### src/rtl/uart_command_serializer.sv
// uart_command_serializer
// Streams a captured command buffer (byte 0 first) to a UART TX core over a
// valid/ready link and appends the side-specific terminator: 0x0D on the BLE
// side, 0xBE 0xEF otherwise. A transfer ends in DONE with a one-cycle done
// pulse whether it completed, was aborted, or timed out on a stalled sink.
//
// Handshake: a byte moves on every rising edge where tx_valid and tx_ready
// are both high. Once tx_valid is raised, tx_data and tx_valid stay fixed
// until that handshake happens, or until abort/timeout withdraws the offer.
module uart_command_serializer #(
   parameter int TIMEOUT = 2000
) (
   input  logic          clk,
   input  logic          reset,
   input  logic [1023:0] input_data,
   input  logic [7:0]    input_data_size,
   input  logic          start,
   input  logic          ble_side,
   input  logic          abort,
   input  logic          tx_ready,
   output logic [7:0]    tx_data,
   output logic          tx_valid,
   output logic [7:0]    tx_count,
   output logic          busy,
   output logic          done,
   output logic          error,
   output logic [2:0]    state_dbg
);

   typedef enum logic [2:0] {
      IDLE  = 3'd0,
      SEND  = 3'd1,
      TERM1 = 3'd2,
      TERM2 = 3'd3,
      DONE  = 3'd4
   } state_t;

   localparam int TW = $clog2(TIMEOUT + 1);
   localparam logic [TW-1:0] STALL_LAST = TW'(TIMEOUT - 1);

   state_t          state_q;
   logic [1023:0]   buf_q;     // remaining payload, next byte in bits [7:0]
   logic [7:0]      size_q;
   logic [7:0]      idx_q;     // index of the byte currently offered
   logic            ble_q;
   logic [TW-1:0]   timer_q;   // consecutive stalled cycles

   logic hs;
   logic stall;

   assign hs        = tx_valid && tx_ready;
   assign stall     = tx_valid && !tx_ready;
   assign state_dbg = state_q;

   // Transfer FSM with all outputs registered.
   always_ff @(posedge clk or posedge reset) begin
      if (reset) begin
         state_q  <= IDLE;
         buf_q    <= '0;
         size_q   <= 8'd0;
         idx_q    <= 8'd0;
         ble_q    <= 1'b0;
         timer_q  <= '0;
         tx_data  <= 8'h00;
         tx_valid <= 1'b0;
         tx_count <= 8'd0;
         busy     <= 1'b0;
         done     <= 1'b0;
         error    <= 1'b0;
      end else begin
         done <= 1'b0;
         case (state_q)
            IDLE: begin
               timer_q <= '0;
               if (start) begin
                  buf_q    <= input_data;
                  size_q   <= input_data_size;
                  ble_q    <= ble_side;
                  idx_q    <= 8'd0;
                  tx_count <= 8'd0;
                  error    <= 1'b0;
                  busy     <= 1'b1;
                  if (input_data_size == 8'd0 || input_data_size > 8'd128) begin
                     // Nothing is offered for an out-of-range size.
                     error   <= 1'b1;
                     done    <= 1'b1;
                     state_q <= DONE;
                  end else begin
                     tx_data  <= input_data[7:0];
                     tx_valid <= 1'b1;
                     state_q  <= SEND;
                  end
               end
            end

            SEND, TERM1, TERM2: begin
               if (abort) begin
                  // Abort wins over a same-cycle handshake; that byte is not counted.
                  tx_valid <= 1'b0;
                  error    <= 1'b1;
                  done     <= 1'b1;
                  timer_q  <= '0;
                  state_q  <= DONE;
               end else if (hs) begin
                  timer_q  <= '0;
                  tx_count <= tx_count + 8'd1;
                  if (state_q == SEND) begin
                     if (idx_q == size_q - 8'd1) begin
                        tx_data <= ble_q ? 8'h0D : 8'hBE;
                        state_q <= TERM1;
                     end else begin
                        idx_q   <= idx_q + 8'd1;
                        buf_q   <= {8'h00, buf_q[1023:8]};
                        tx_data <= buf_q[15:8];
                     end
                  end else if (state_q == TERM1 && !ble_q) begin
                     tx_data <= 8'hEF;
                     state_q <= TERM2;
                  end else begin
                     tx_valid <= 1'b0;
                     done     <= 1'b1;
                     state_q  <= DONE;
                  end
               end else if (stall) begin
                  if (timer_q == STALL_LAST) begin
                     // Sink has been stuck for TIMEOUT cycles: give up.
                     tx_valid <= 1'b0;
                     error    <= 1'b1;
                     done     <= 1'b1;
                     timer_q  <= '0;
                     state_q  <= DONE;
                  end else begin
                     timer_q <= timer_q + 1'b1;
                  end
               end
            end

            DONE: begin
               busy    <= 1'b0;
               timer_q <= '0;
               state_q <= IDLE;
            end

            default: begin
               tx_valid <= 1'b0;
               busy     <= 1'b0;
               state_q  <= IDLE;
            end
         endcase
      end
   end

endmodule

### config.mk
export PLATFORM = sky130hd
export DESIGN_NAME = uart_command_serializer
export DESIGN_NICKNAME = d
export VERILOG_FILES = /design/src/rtl/uart_command_serializer.sv
export SDC_FILE = /design/constraint.sdc
export NUM_CORES = 2
export LEC_CHECK = 0
export BUFFER_PORTS_ARGS = -buffer_cell sky130_fd_sc_hd__buf_2
export CAP_MARGIN = 20
export CELL_PAD_IN_SITES_DETAIL_PLACEMENT = 1
export CELL_PAD_IN_SITES_GLOBAL_PLACEMENT = 2
export CORE_AREA = 2 2 418 420
export DETAILED_ROUTE_END_ITERATION = 10
export DIE_AREA = 0 0 420 422
export PLACE_DENSITY = 0.73
export SLEW_MARGIN = 40
export SYNTH_ARGS = -nofsm -noshare
export SYNTH_HDL_FRONTEND = slang
export SYNTH_SLANG_ARGS = --single-unit
### constraint.sdc
create_clock -name clk -period 80.9 [get_ports clk]
set_input_delay 12.135 -clock clk [delete_from_list [all_inputs] [get_ports clk]]
set_output_delay 12.135 -clock clk [all_outputs]
set_load 0.005 [all_outputs]
==> out/qor.txt <==
via count: 42457
mapped cell area: 0.05026 mm²
CP max-delay cell: buf_6
die outline area: 0.1772 mm²
Reg2Reg Setup Slack: 75.02 ns
root buf cell: clkbuf_16
sequential share of the synthesized area: 53.12%
Post-DP HPWL: 143100 µm
fillers: 19659
Setup Viol. Count Final: 0
Area Growth Syn to Fin: 24.09%
quantity of I/O buffers inserted on ports: 1060
Global Route Usage Sum: 22.07%
Initial Util: 29.08%
r2r endpoint: buf_q[285]$_DFFE_PP0P_
Crit path buffers/inverters: 8
measured slew at the worst slew-check pin: 0.8438 ns
commonest non-fill, non-tap cell in the layout: o21ai_0
Post-synth top flop: dfrtp_1
Final Skew: 0.03971 ns
vias in the first global route: 43908
largest net degree at the start of global routing: 197
most used cell, CP: buf_6
Core Area: 0.1729 mm²
top cells by area, synth: dfrtp_1, mux2i_1, o21ai_0
initial antenna violation count: 220
worst hold path cell count: 2
WL/cell: 24.80 µm
starting DRC count in detailed routing: 3064
fin nets: 6663
r2r worst-path depth: 12
total clock sinks: 1067
Arrival @ worst endpoint: 16.35 ns
crit-path cells: buf_2, inv_8, buf_6, buf_6, buf_4, buf_6, buf_6, buf_6
Slew headroom: 43.75%
vias per inst: 5.203
Post-synth EDFFs: 0
Synth top area share: 53.12%
share of cells above drive strength 1: 23.40%
number of post-CTS setup repair buffers: 0
CTS Hold Bufs: 0
Crit. path cell count: 8
#FFs+latches synth: 1067
Worst-Skew Late Latency: 0.80 ns
first-pass GRT wire length: 294900 µm
top cell type by total area after synthesis: dfrtp_1
Post-Syn Area per Cell: 10.44 µm²
grt ovf: 0
fin. max-slew vios: 0
post-route clock period utilization: 19.18%
required time worst endpoint: 81.74 ns
RSZ-0062 raised after global routing: no
Final Hold Fails: 0
Hold/Removal Path Class: reg -> reg
hold path endpoint: tx_data[1]$_DFFE_PP0P_
Max Cap Viol: 0
Max clock buf depth: 3
Leak: 27.63 nW
# DRC: 0
worst setup path class: in -> async
Chip Width: 420 µm
asr flop ratio synth: 100.0%
synth warn: 0
cell count after synthesis: 4816
crit path capture type: asynchronous set/reset pin
fmax: 0.06446 GHz
row count: 153
Worst path max stage delay: 0.61 ns
DIE HEIGHT: 422 µm
Tot Pwr: 2.425 mW
GP Congestion: 0.8869
total negative slack: 0 ns
type of origin of the critical path: primary input
synthesized net count: 5858
CTS tree: yes
H-tree depth: 4
cell family with most CP delay: buffers and inverters
total CTS buffers: 132
Reg-to-Reg Start: size_q[2]$_DFFE_PP0P_
power density over the cells: 38.88 mW/mm²
run status: finished clean
Peak VDD IR: 0.02512 mV
Distinct cells, synth: 47
Worst-path clk slew: 0.06 ns
post-cts sizing count: 0
Detailed Route WL: 202400 µm
Pre-antenna DRT Iters: 5
crit-path max FO: 80
most frequent cells in the layout: o21ai_0, dfrtp_1, buf_2
hold_sp: tx_data[1]$_DFFE_PP0P_
Final min period: 15.51 ns
Post-DRT Antenna Nets: 0
# IOs: 1061
[cells in the mapped netlist, types with 2 or more instances]
library cell / n
nor3b_1: 3
a21oi_1: 13
inv_1: 6
or2_2: 2
a31oi_1: 3
o22ai_1: 3
a211oi_1: 5
a22oi_1: 2
nand3_1: 9
nor2b_1: 2
and3_1: 9
xnor2_1: 9
o32ai_1: 2
mux2i_1: 1011
nor3_1: 7
or3_1: 7
xor2_1: 8
nor4_1: 3
or4_1: 4
clkbuf_2: 22
o311ai_0: 3
buf_2: 37
buf_4: 3
dfrtp_1: 1067
o21ai_0: 1857
clkbuf_1: 363
nand2_1: 48
buf_1: 34
a22o_1: 11
nand2b_1: 3
nor2_1: 32
nand4_1: 7
o31ai_1: 4
ha_1: 4
a211o_1: 2
o21ai_1: 200
[through the flow]
stage	worst slack, ns	hold WS [ns]	util, %	cells	area, µm²
after floorplan	38.73	0.4509	-	4816	50260
after CTS	64.57	0.4938	35.85	8047	61970
after global routing	64.85	0.5205	36.06	8144	62330
final	65.39	0.4859	36.08	8160	62370
after detailed placement	63.70	0.4810	33.28	7808	57520
after global placement	63.16	0.4664	33.10	7801	57220
[worst min-delay path, stage by stage (launching register included)]
cell and delay (ns):
dfrtp_1 0.34, nand2_1 0.05, o21ai_0 0.06
[worst max-delay path by stage]
stage               startpoint                endpoint  slack (ns)
global placement         reset  buf_q[544]$_DFFE_PP0P_       63.16
detailed placement       reset  buf_q[536]$_DFFE_PP0P_       63.70
CTS                      reset  buf_q[519]$_DFFE_PP0P_       64.57
global route             reset  buf_q[519]$_DFFE_PP0P_       64.85
floorplan                reset       ble_q$_DFFE_PP0P_       38.73
finish                   reset  buf_q[519]$_DFFE_PP0P_       65.39
[area by class of cell]
| class | count | area, µm² | area share [%] |
|---|---|---|---|
| inverters | 6 | 30.03 | 0.04815 |
| flip-flops and latches | 1067 | 26700 | 42.81 |
| repair buffers | 1130 | 6227 | 9.984 |
| multi-input cells | 3284 | 21780 | 34.92 |
| diodes | 109 | 272.8 | 0.4373 |
| well taps | 2325 | 2909 | 4.664 |
| clock inverters | 36 | 519.2 | 0.8325 |
| clock buffers | 203 | 3929 | 6.299 |
[per-layer routing]
| layer | vias to the layer above | track usage [%] | part of all wire (%) |
|---|---|---|---|
| li1 | 19227 | - | - |
| met1 | 21560 | 28.25 | 42 |
| met4 | 84 | 10.06 | 3.3 |
| met3 | 467 | 5.225 | 5.3 |
| met5 | - | 0 | 0.25 |
| met2 | 1119 | 35.17 | 49 |
[power breakdown]
group | leakage [nW] | total (mW) | switching, mW | internal [mW]
Clock | 2.17 | 0.615 | 0.247 | 0.367
Combinational | 12.0 | 0.891 | 0.529 | 0.361
Sequential | 13.4 | 0.920 | 0.142 | 0.777
Total | 27.6 | 2.42 | 0.919 | 1.51
[cell families after synthesis]
group	Yosys count	share of synthesized area (%)
flip-flops	1067	53.12
XOR/XNOR	18	0.3411
buffers and inverters	465	3.642
multiplexers	1012	20.16
AND/OR/NAND/NOR	142	1.419
AO/OA/AOI/OAI	2108	21.22
adder cells (fa/ha/maj)	4	0.09958
[sequential cells by signal, summed over array words and instances, names as in the netlist, 3 cells and up]
signal / flops
tx_data: 8
timer_q: 11
tx_count: 8
idx_q: 8
buf_q: 1016
size_q: 8
state_dbg: 3
(Power assumes the default switching activity.)
